## config.mk

```make
export PLATFORM = sky130hd
export DESIGN_NAME = decode_split_rp
export DESIGN_NICKNAME = d
export VERILOG_FILES = /design/src/rtl/decode_split_rp.sv
export SDC_FILE = /design/constraint.sdc
export NUM_CORES = 1
export LEC_CHECK = 0
export ABC_AREA = 1
export BUFFER_PORTS_ARGS = -buffer_cell sky130_fd_sc_hd__buf_2
export CAP_MARGIN = 20
export CORE_ASPECT_RATIO = 0.75
export CORE_MARGIN = 2
export CORE_UTILIZATION = 23
export CTS_CLUSTER_SIZE = 8
export DETAILED_ROUTE_END_ITERATION = 10
export GPL_ROUTABILITY_DRIVEN = 0
export GPL_TIMING_DRIVEN = 0
export PLACE_DENSITY = 0.46
export RECOVER_POWER = 100
export SYNTH_ARGS = -nofsm -noshare
export SYNTH_HDL_FRONTEND = slang
export SYNTH_SLANG_ARGS = --single-unit
```

## constraint.sdc

```tcl
create_clock -name clk -period 5.5 [get_ports clk]
set_input_delay 0 -clock clk [delete_from_list [all_inputs] [get_ports clk]]
set_output_delay 0 -clock clk [all_outputs]
set_load 0.02 [all_outputs]
```

## src/rtl/decode_split_rp.sv

```systemverilog
// Purpose: one level of rounded-polynomial decode. For each pair k it forms
//   r = R2[k]*256^bot + bottom bytes (little-endian) and writes
//   R[2k] = r mod M0, R[2k+1] = (r div M0) mod M1. For odd-length levels the
//   last R2 entry is copied through to R[2*pairs].
// Ports:
//   clk, rst             clock and synchronous active-high reset
//   start / done         level kick-off (sampled in IDLE) / one-cycle completion
//   param_*              level parameters, latched on start
//   r2_rd_addr/data      R2 source buffer (registered read, 1-cycle latency)
//   cd_rd_addr/data      ciphertext byte buffer (registered read, 1-cycle latency)
//   rp_wr_addr/data/en   R destination write port
//   cd_next_addr         byte address after the last consumed byte, valid with done
module decode_split_rp #(
    parameter int unsigned RP_DEPTH   = 10,
    parameter int unsigned RP_D_SIZE  = 16,
    parameter int unsigned OUT_DEPTH  = 11,
    parameter int unsigned OUT_D_SIZE = 8
) (
    input  logic                  clk,
    input  logic                  rst,
    input  logic                  start,
    output logic                  done,
    input  logic [RP_D_SIZE-1:0]  param_m0,
    input  logic [RP_D_SIZE-1:0]  param_m1,
    input  logic [1:0]            param_bot,
    input  logic [RP_DEPTH-1:0]   param_pairs,
    input  logic                  param_odd,
    input  logic [OUT_DEPTH-1:0]  param_cd_base,
    output logic [RP_DEPTH-1:0]   r2_rd_addr,
    input  logic [RP_D_SIZE-1:0]  r2_rd_data,
    output logic [OUT_DEPTH-1:0]  cd_rd_addr,
    input  logic [OUT_D_SIZE-1:0] cd_rd_data,
    output logic [RP_DEPTH-1:0]   rp_wr_addr,
    output logic [RP_D_SIZE-1:0]  rp_wr_data,
    output logic                  rp_wr_en,
    output logic [OUT_DEPTH-1:0]  cd_next_addr
);

    localparam int unsigned ACC_W = 30;
    localparam int unsigned REM_W = RP_D_SIZE + 1;
    localparam int unsigned CNT_W = 5;

    typedef enum logic [3:0] {
        S_IDLE, S_RD_R2, S_RD_B, S_DIV0, S_DIV1,
        S_WR0, S_WR1, S_ODD_RD, S_ODD_WR, S_FIN
    } state_t;

    state_t                 state_q, state_d;
    logic                   phase_q, phase_d;
    logic [RP_D_SIZE-1:0]   m0_q, m0_d, m1_q, m1_d;
    logic [1:0]             bot_q, bot_d;
    logic [RP_DEPTH-1:0]    pairs_q, pairs_d;
    logic                   odd_q, odd_d;
    logic [OUT_DEPTH-1:0]   base_q, base_d;
    logic [RP_DEPTH-1:0]    k_q, k_d;
    logic                   byte_idx_q, byte_idx_d;
    logic [ACC_W-1:0]       acc_q, acc_d;
    logic [RP_D_SIZE-1:0]   rem_q, rem_d;
    logic [CNT_W-1:0]       cnt_q, cnt_d;
    logic [RP_D_SIZE-1:0]   r0_q, r0_d, r1_q, r1_d;
    logic                   done_q, done_d;
    logic [RP_DEPTH-1:0]    r2_rd_addr_q, r2_rd_addr_d;
    logic [OUT_DEPTH-1:0]   cd_rd_addr_q, cd_rd_addr_d;
    logic [RP_DEPTH-1:0]    rp_wr_addr_q, rp_wr_addr_d;
    logic [RP_D_SIZE-1:0]   rp_wr_data_q, rp_wr_data_d;
    logic                   rp_wr_en_q, rp_wr_en_d;
    logic [OUT_DEPTH-1:0]   cd_next_addr_q, cd_next_addr_d;

    // Divider datapath and helpers
    logic [REM_W-1:0]       rem_sh, rem_nx;
    logic [RP_D_SIZE-1:0]   div_m;
    logic                   ge;
    logic [ACC_W-1:0]       acc_nx;
    logic [RP_DEPTH-1:0]    k_nx;
    logic [OUT_DEPTH-1:0]   cd_next_c;

    assign done         = done_q;
    assign r2_rd_addr   = r2_rd_addr_q;
    assign cd_rd_addr   = cd_rd_addr_q;
    assign rp_wr_addr   = rp_wr_addr_q;
    assign rp_wr_data   = rp_wr_data_q;
    assign rp_wr_en     = rp_wr_en_q;
    assign cd_next_addr = cd_next_addr_q;

    // Next-state and output logic
    always_comb begin
        state_d        = state_q;
        phase_d        = phase_q;
        m0_d           = m0_q;
        m1_d           = m1_q;
        bot_d          = bot_q;
        pairs_d        = pairs_q;
        odd_d          = odd_q;
        base_d         = base_q;
        k_d            = k_q;
        byte_idx_d     = byte_idx_q;
        acc_d          = acc_q;
        rem_d          = rem_q;
        cnt_d          = cnt_q;
        r0_d           = r0_q;
        r1_d           = r1_q;
        done_d         = 1'b0;
        r2_rd_addr_d   = r2_rd_addr_q;
        cd_rd_addr_d   = cd_rd_addr_q;
        rp_wr_addr_d   = rp_wr_addr_q;
        rp_wr_data_d   = rp_wr_data_q;
        rp_wr_en_d     = 1'b0;
        cd_next_addr_d = cd_next_addr_q;

        // Restoring division step: acc shifts out dividend bits and in quotient bits
        div_m  = (state_q == S_DIV1) ? m1_q : m0_q;
        rem_sh = {rem_q, acc_q[ACC_W-1]};
        ge     = (rem_sh >= REM_W'(div_m));
        rem_nx = ge ? REM_W'(rem_sh - REM_W'(div_m)) : rem_sh;
        acc_nx = {acc_q[ACC_W-2:0], ge};

        k_nx      = RP_DEPTH'(k_q + RP_DEPTH'(1));
        cd_next_c = OUT_DEPTH'(32'(base_q) + 32'(pairs_q) * 32'(bot_q));

        case (state_q)
            S_IDLE: begin
                if (start) begin
                    m0_d         = param_m0;
                    m1_d         = param_m1;
                    bot_d        = (param_bot == 2'd3) ? 2'd2 : param_bot;
                    pairs_d      = param_pairs;
                    odd_d        = param_odd;
                    base_d       = param_cd_base;
                    k_d          = '0;
                    phase_d      = 1'b0;
                    byte_idx_d   = 1'b0;
                    cd_rd_addr_d = param_cd_base;
                    r2_rd_addr_d = '0;
                    if (param_pairs != '0) begin
                        state_d = S_RD_R2;
                    end else if (param_odd) begin
                        state_d = S_ODD_RD;
                    end else begin
                        done_d         = 1'b1;
                        cd_next_addr_d = param_cd_base;
                        state_d        = S_FIN;
                    end
                end
            end
            S_RD_R2: begin
                if (!phase_q) begin
                    phase_d = 1'b1;
                end else begin
                    phase_d    = 1'b0;
                    byte_idx_d = 1'b0;
                    // Pre-shift R2 so bottom bytes can be OR-ed into the low bits
                    case (bot_q)
                        2'd0:    acc_d = ACC_W'(r2_rd_data);
                        2'd1:    acc_d = ACC_W'({r2_rd_data, 8'h00});
                        default: acc_d = ACC_W'({r2_rd_data, 16'h0000});
                    endcase
                    if (bot_q == 2'd0) begin
                        rem_d   = '0;
                        cnt_d   = '0;
                        state_d = S_DIV0;
                    end else begin
                        state_d = S_RD_B;
                    end
                end
            end
            S_RD_B: begin
                if (!phase_q) begin
                    phase_d = 1'b1;
                end else begin
                    phase_d      = 1'b0;
                    acc_d        = byte_idx_q ? (acc_q | ACC_W'({cd_rd_data, 8'h00}))
                                              : (acc_q | ACC_W'(cd_rd_data));
                    cd_rd_addr_d = OUT_DEPTH'(cd_rd_addr_q + OUT_DEPTH'(1));
                    if (!byte_idx_q && (bot_q == 2'd2)) begin
                        byte_idx_d = 1'b1;
                    end else begin
                        rem_d   = '0;
                        cnt_d   = '0;
                        state_d = S_DIV0;
                    end
                end
            end
            S_DIV0, S_DIV1: begin
                acc_d = acc_nx;
                rem_d = RP_D_SIZE'(rem_nx);
                cnt_d = CNT_W'(cnt_q + CNT_W'(1));
                if (cnt_q == CNT_W'(ACC_W - 1)) begin
                    rem_d = '0;
                    cnt_d = '0;
                    if (state_q == S_DIV0) begin
                        // Quotient stays in acc as the next dividend
                        r0_d    = RP_D_SIZE'(rem_nx);
                        state_d = S_DIV1;
                    end else begin
                        r1_d         = RP_D_SIZE'(rem_nx);
                        rp_wr_en_d   = 1'b1;
                        rp_wr_addr_d = RP_DEPTH'({k_q, 1'b0});
                        rp_wr_data_d = r0_q;
                        state_d      = S_WR0;
                    end
                end
            end
            S_WR0: begin
                rp_wr_en_d   = 1'b1;
                rp_wr_addr_d = RP_DEPTH'({k_q, 1'b1});
                rp_wr_data_d = r1_q;
                state_d      = S_WR1;
            end
            S_WR1: begin
                k_d = k_nx;
                if (k_nx == pairs_q) begin
                    if (odd_q) begin
                        r2_rd_addr_d = pairs_q;
                        state_d      = S_ODD_RD;
                    end else begin
                        done_d         = 1'b1;
                        cd_next_addr_d = cd_next_c;
                        state_d        = S_FIN;
                    end
                end else begin
                    r2_rd_addr_d = k_nx;
                    state_d      = S_RD_R2;
                end
            end
            S_ODD_RD: begin
                if (!phase_q) begin
                    phase_d = 1'b1;
                end else begin
                    phase_d      = 1'b0;
                    rp_wr_en_d   = 1'b1;
                    rp_wr_addr_d = RP_DEPTH'({pairs_q, 1'b0});
                    rp_wr_data_d = r2_rd_data;
                    state_d      = S_ODD_WR;
                end
            end
            S_ODD_WR: begin
                done_d         = 1'b1;
                cd_next_addr_d = cd_next_c;
                state_d        = S_FIN;
            end
            S_FIN: begin
                state_d = S_IDLE;
            end
            default: begin
                state_d = S_IDLE;
            end
        endcase
    end

    // State and output registers
    always_ff @(posedge clk) begin
        if (rst) begin
            state_q        <= S_IDLE;
            phase_q        <= 1'b0;
            m0_q           <= '0;
            m1_q           <= '0;
            bot_q          <= '0;
            pairs_q        <= '0;
            odd_q          <= 1'b0;
            base_q         <= '0;
            k_q            <= '0;
            byte_idx_q     <= 1'b0;
            acc_q          <= '0;
            rem_q          <= '0;
            cnt_q          <= '0;
            r0_q           <= '0;
            r1_q           <= '0;
            done_q         <= 1'b0;
            r2_rd_addr_q   <= '0;
            cd_rd_addr_q   <= '0;
            rp_wr_addr_q   <= '0;
            rp_wr_data_q   <= '0;
            rp_wr_en_q     <= 1'b0;
            cd_next_addr_q <= '0;
        end else begin
            state_q        <= state_d;
            phase_q        <= phase_d;
            m0_q           <= m0_d;
            m1_q           <= m1_d;
            bot_q          <= bot_d;
            pairs_q        <= pairs_d;
            odd_q          <= odd_d;
            base_q         <= base_d;
            k_q            <= k_d;
            byte_idx_q     <= byte_idx_d;
            acc_q          <= acc_d;
            rem_q          <= rem_d;
            cnt_q          <= cnt_d;
            r0_q           <= r0_d;
            r1_q           <= r1_d;
            done_q         <= done_d;
            r2_rd_addr_q   <= r2_rd_addr_d;
            cd_rd_addr_q   <= cd_rd_addr_d;
            rp_wr_addr_q   <= rp_wr_addr_d;
            rp_wr_data_q   <= rp_wr_data_d;
            rp_wr_en_q     <= rp_wr_en_d;
            cd_next_addr_q <= cd_next_addr_d;
        end
    end

endmodule
```

== Yosys cells after proc, flatten, opt, wreduce, memory -nomap -nowiden ==
Cells that the tools add are included.

* Register bits after elaboration: 215
* Bits in read-only memories: 0
* Output and inout bits: 60
* Word-level logic and storage cells: 158
* Bits in latches: 0
* RAM bits: 0
* Memories kept: 0

* Add/sub/neg operators: 5
* Magnitude comparators: 1
* Divide/modulo/power cells: 0
* $mul: 1
* Equality and inequality tests: 27
* Shifts and indexed selects: 0
* Mux-type cells: 72
* Bitwise operators: 3
* Reductions and logical operators: 27

{| class="wikitable"
|+ Operators by type and width
! operator !! number
|-
| 16-bit two-way mux || 10
|-
| 16-bit one-hot mux with 3 select lines || 2
|-
| 30-bit two-way mux || 3
|-
| 30-bit one-hot mux with 3 select lines || 1
|-
| 11-bit two-way mux || 7
|-
| 10-bit two-way mux || 6
|-
| 30-bit one-hot mux with 2 select lines || 1
|-
| 4-bit two-way mux || 10
|-
| 10-bit one-hot mux with 2 select lines || 2
|-
| 11-bit one-hot mux with 3 select lines || 1
|-
| 4-bit one-hot mux with 8 select lines || 1
|-
| 30-bit by 16-bit OR with 30-bit output || 1
|-
| 30-bit by 8-bit OR with 30-bit output || 1
|-
| 10-bit one-hot mux with 3 select lines || 1
|-
| 2-bit != test, second input constant || 13
|-
| 5-bit two-way mux || 5
|-
| 11-bit one-hot mux with 2 select lines || 1
|-
| 17-bit by 16-bit >= comparator with 1-bit output || 1
|-
| 4-bit by 3-bit == test with 1-bit output, second input constant || 4
|-
| 16-bit subtractor || 1
|-
| 1-bit two-way mux || 15
|-
| 5-bit one-hot mux with 3 select lines || 1
|-
| 3-bit AND reduction || 5
|-
| 6-bit AND reduction || 2
|-
| other kinds (29) || 41
|}

== Logic depth before layout (Yosys ltp) ==
* Depth after elaboration: 6
* Gate-level depth with buffers: 21
* Depth with buffers taken out: 20

== Worst setup path after synthesis ==
No wires, ideal clock.

* Path type: flip-flop to flip-flop
* Start: register bot_q[1]
* End: register cd_next_addr_q[7], in the netlist cd_next_addr[7]
* Stages on the path, launching flop included: 18
* Clock period less this slack: 2,806 ps
* Data arrival time: 2,691 ps
* Setup time: 115 ps
* Slack: 2,694 ps
* Path through: dfxtp_1 > clkbuf_1 > nand2_1 > fa_1 > inv_1 > ha_1 > inv_1 > fa_1 > o21ai_0 > nand2_1 > nand2_1 > nand2_1 > nand3_1 > nand3_1 > o21ai_0 > nand3_1 > nand2_1 > nor2_1

* Cells in the longest elaborated chain, start to end: 5

{| class="wikitable"
|+ RTL lines
! element !! line !! RTL
|-
| start, declared || 51 || <nowiki>logic [1:0] bot_q, bot_d;</nowiki>
|-
| start signal, assigned || 280 || <nowiki>bot_q <= bot_d;</nowiki>
|-
| 10-bit by 2-bit multiplier with 11-bit output (*) || 118 || <nowiki>cd_next_c = OUT_DEPTH'(32'(base_q) + 32'(pairs_q) * 32'(bot_q));</nowiki>
|-
| 11-bit adder (*) || 118 ||
|-
| 11-bit two-way mux || 212 || <nowiki>if (odd_q) begin</nowiki>
|-
| 11-bit two-way mux || 211 || <nowiki>if (k_nx == pairs_q) begin</nowiki>
|-
| 11-bit one-hot mux with 3 select lines (*) || 120 || <nowiki>case (state_q)</nowiki>
|-
| end signal, assigned || 297 || <nowiki>cd_next_addr_q <= cd_next_addr_d;</nowiki>
|-
| end, declared || 67 || <nowiki>logic [OUT_DEPTH-1:0] cd_next_addr_q, cd_next_addr_d;</nowiki>
|}

Mark *: on every way between the ends. The rest lies on a longest branch, timed or not. The select of a mux whose other input is x is not followed.
A chain may end at the register's enable or synchronous reset.

== Final worst setup path ==
* Start: register state_q[3]
* End: register acc_q[0]

* Cells in the longest elaborated chain, start to end: 4

{| class="wikitable"
|+ RTL lines
! element !! line !! RTL
|-
| start, declared || 48 || <nowiki>state_t state_q, state_d;</nowiki>
|-
| start signal, assigned || 276 || <nowiki>state_q <= state_d;</nowiki>
|-
| 4-bit by 3-bit == test with 1-bit output or 4-bit by 2-bit == test with 1-bit output (tied branches) || 111, 120 ||
|-
| 16-bit two-way mux or 2-bit OR reduction (tied branches) || 111, 120 ||
|-
| 17-bit by 16-bit >= comparator with 1-bit output or 3-bit nonzero test (tied branches) || - ||
|-
| 30-bit one-hot mux with 3 select lines or 3-bit AND reduction (tied branches) || - ||
|-
| end signal, assigned || 263 || <nowiki>acc_q <= '0;</nowiki>
|-
| end signal, assigned || 286 || <nowiki>acc_q <= acc_d;</nowiki>
|-
| end, declared || 57 || <nowiki>logic [ACC_W-1:0] acc_q, acc_d;</nowiki>
|}

Parallel ways exist; a longest one is shown, timed or not.

==> flow_metrics.tcl <==
set metrics [dict create \
    worst_pin_slew_ns 0.924 \
    cts_resized 0 \
    start_kind "flip-flop" \
    die_height_um 198 \
    clock_sinks 215 \
    syn_area_um2 11600 \
    fmaxAchievable_mhz 224 \
    rows 71 \
    relSlewSlack 0.384 \
    p_leak_uw 0.00627 \
    hold_viol 0 \
    cts.clk_slew.worst_paths_ns 0.05 \
    cts_tree "yes" \
    setup_viol 0 \
    io_buffers 141 \
    hpwlAfterDp_um 34600 \
    grt-ovfl-total 0 \
    final_cell_mix "nand2_1, inv_1, dfxtp_1" \
    clk_latency_ns 0.57 \
    start_util 0.232 \
    path_common_cell "nand2_1" \
    finClkSkew_ns 0.0278 \
    yosysSeqAreaShare 0.371 \
    antenna_left 0 \
    yosysWarningCount 0 \
    max-vdd-ir-drop_mv 0.182 \
    power_density_nw_per_um2 419 \
    cts_root_buf "clkbuf_16" \
    hold_buffers 88 \
    cp.arrival_ns 4.95 \
    die_x_um 263 \
    dp_slack_ns 1.73 \
    drcViolationCount 0 \
    num_vias 12400 \
    grt_max_degree 16 \
    cpPeakStageDelay_ns 0.57 \
    setup_slack_ns 1.04 \
    core_um2 49900 \
    drive_gt1_frac 0.0806 \
    synthDistinctLibCells 50 \
    synth_nets 1806 \
    m1WireLength_um 23000 \
    synth_cells 1682 \
    crit_type "flip-flop to flip-flop" \
    cts-buffers-inserted 31 \
    min_period_ns 4.46 \
    dr_wl_met3_um 2970 \
    htree_levels 1 \
    vias_per_cell 4.75 \
    cp_cell_sequence "inv_1 -> nand2_1 -> nor2_1 -> inv_1 -> o21ai_0 -> inv_1 -> ha_1 -> nand2_1 -> o21ai_2 -> nand2_1 -> o21bai_1 -> nand2_1 -> nand2_1 -> nand2_2 -> nand2_1 -> buf_6 -> nand2_1 -> a41oi_1 -> dlygate4sd3_1" \
    top_layer_used "met4" \
    nNetsFinal 2068 \
    holdWs_ns 0.0484 \
    synth-seq-cells 215 \
    top_level_ports 143 \
    clk_path_buf_depth 3 \
    synth_edf_count 0 \
    wl_um 45000 \
    rsz0062_at_grt "no" \
    synth_area_per_cell_um2 6.89 \
    synthArstFlopShare 0 \
    run_status "completed" \
    grt_pass1_wl_um 68300 \
    min_path_type "input port to flip-flop" \
    first_iter_violations 1104 \
    critPathCaptureType "flip-flop" \
    grt_pass1_vias 11600 \
    post_cts_buffers 0 \
    maxCapViolCount 0 \
    post_drt_wl_per_cell_um 17.3 \
    critPathMaxFanout 10 \
    wl_met2_um 18200 \
    first_pass_iters 5 \
    crit_slowest_cell "dlygate4sd3_1" \
    layout_commonest_cell "nand2_1" \
    slew_viol_final 0 \
    syn_to_final_growth_pct 26.5 \
    grt_use_total 0.168 \
    synthFlopType "dfxtp_1" \
    dieArea_um2 52200 \
    fin_crit_sh 0.810 \
    fin_total_pwr_uw 6150 \
    cp.required_ns 6.00 \
    fin_tns_setup_ns 0 \
    antenna_found_initial 1 \
]
[kinds of logic after synthesis]
| group | after synthesis | share of synthesized area |
|---|---|---|
| xor gates and xnor gates | 20 | 0.0151 |
| DFF | 215 | 0.371 |
| AOI/OAI and AO/OA | 506 | 0.240 |
| and+or+nand+nor | 582 | 0.215 |
| buffers and inverters | 318 | 0.107 |
| adders and majority gates | 41 | 0.0514 |
[Yosys cell counts, types with 5 or more instances]
master | count | area share
nand3b_1 | 5 | 0.0032
ha_1 | 30 | 0.032
fa_1 | 11 | 0.019
inv_1 | 223 | 0.072
o21bai_1 | 6 | 0.0039
inv_2 | 10 | 0.0032
o22ai_1 | 24 | 0.013
clkbuf_1 | 57 | 0.018
dfxtp_1 | 215 | 0.37
o21ai_0 | 198 | 0.085
xnor2_1 | 7 | 0.0053
and2_1 | 5 | 0.0027
nand2_2 | 12 | 0.0065
buf_2 | 15 | 0.0065
nor3_1 | 10 | 0.0043
nor2_2 | 7 | 0.0038
xor2_1 | 13 | 0.0098
nand4_1 | 7 | 0.0038
a21oi_1 | 191 | 0.082
nor2_1 | 130 | 0.042
o221ai_1 | 8 | 0.0060
nand2_1 | 305 | 0.099
o31ai_1 | 5 | 0.0032
a31oi_1 | 18 | 0.0097
a22oi_1 | 12 | 0.0078
nand3_1 | 84 | 0.036
o211ai_1 | 8 | 0.0052
o21ai_1 | 9 | 0.0039
[final cells by class]
type                    instances  area (um2)
plain buffers                  82         335
fillers                      5565       35300
flip-flops and latches        215        4300
inverters                     236         886
multi-input cells            1149        6000
clock buffers                  33         793
well taps                     657         822
diodes                          1        2.50
clock inverters                 3        18.8
repair buffers                229        1510
[flip-flops by register name, indices dropped and copies added, names as in the netlist]
| register | count |
|---|---|
| m0_q | 16 |
| rp_wr_data | 16 |
| byte_idx_q | 1 |
| rem_q | 16 |
| k_q | 10 |
| state_q | 4 |
| done | 1 |
| odd_q | 1 |
| r0_q | 16 |
| base_q | 11 |
| r1_q | 16 |
| acc_q | 30 |
| r2_rd_addr | 10 |
| bot_q | 2 |
| pairs_q | 10 |
| cd_rd_addr | 11 |
| rp_wr_en | 1 |
| m1_q | 16 |
| cd_next_addr | 11 |
| cnt_q | 5 |
| phase_q | 1 |
| rp_wr_addr | 10 |
[path summary, 6_finish.rpt]
check	startpoint	endpoint	slack, ns	depth (start not counted)
worst min register to register	m0_q[0]	m0_q[0]	0.45	2
worst max-delay path	state_q[3]	acc_q[0]	1.04	19
worst max register to register	state_q[3]	acc_q[0]	1.04	19
worst min-delay path	r2_rd_data[14]	rp_wr_data[14]	0.05	5
[metal layers]
layer,vias to the layer above,track usage
met1,5830,0.257
met4,0,0.0328
li1,6089,-
met3,54,0.0264
met2,410,0.247
met5,-,0
[power breakdown]
part           leakage (uW)  internal, uW  switching, uW
registers           0.00176          1870            218
clock network      0.000403           999            708
logic               0.00411           746           1610
total               0.00627          3620           2540
[stage by stage]
stage	instance area, um2	util	cells
2_1_floorplan	11600	-	1682
3_3_place_gp	13100	0.263	2480
3_5_place_dp	13100	0.263	2480
4_1_cts	14800	0.297	2604
5_1_grt	14700	0.294	2604
6_report	14700	0.294	2605
[worst max-delay path, delay by kind of cell, from the launching register on]
| kind | cells | cell delay (ns) |
|---|---|---|
| and+or+nand+nor | 9 | 1.49 |
| AOI/OAI and AO/OA | 4 | 1.00 |
| buffers and inverters | 5 | 1.25 |
| adders and majority gates | 1 | 0.32 |
| DFF | 1 | 0.31 |
Note: power is estimated with default switching activity, not from simulation.
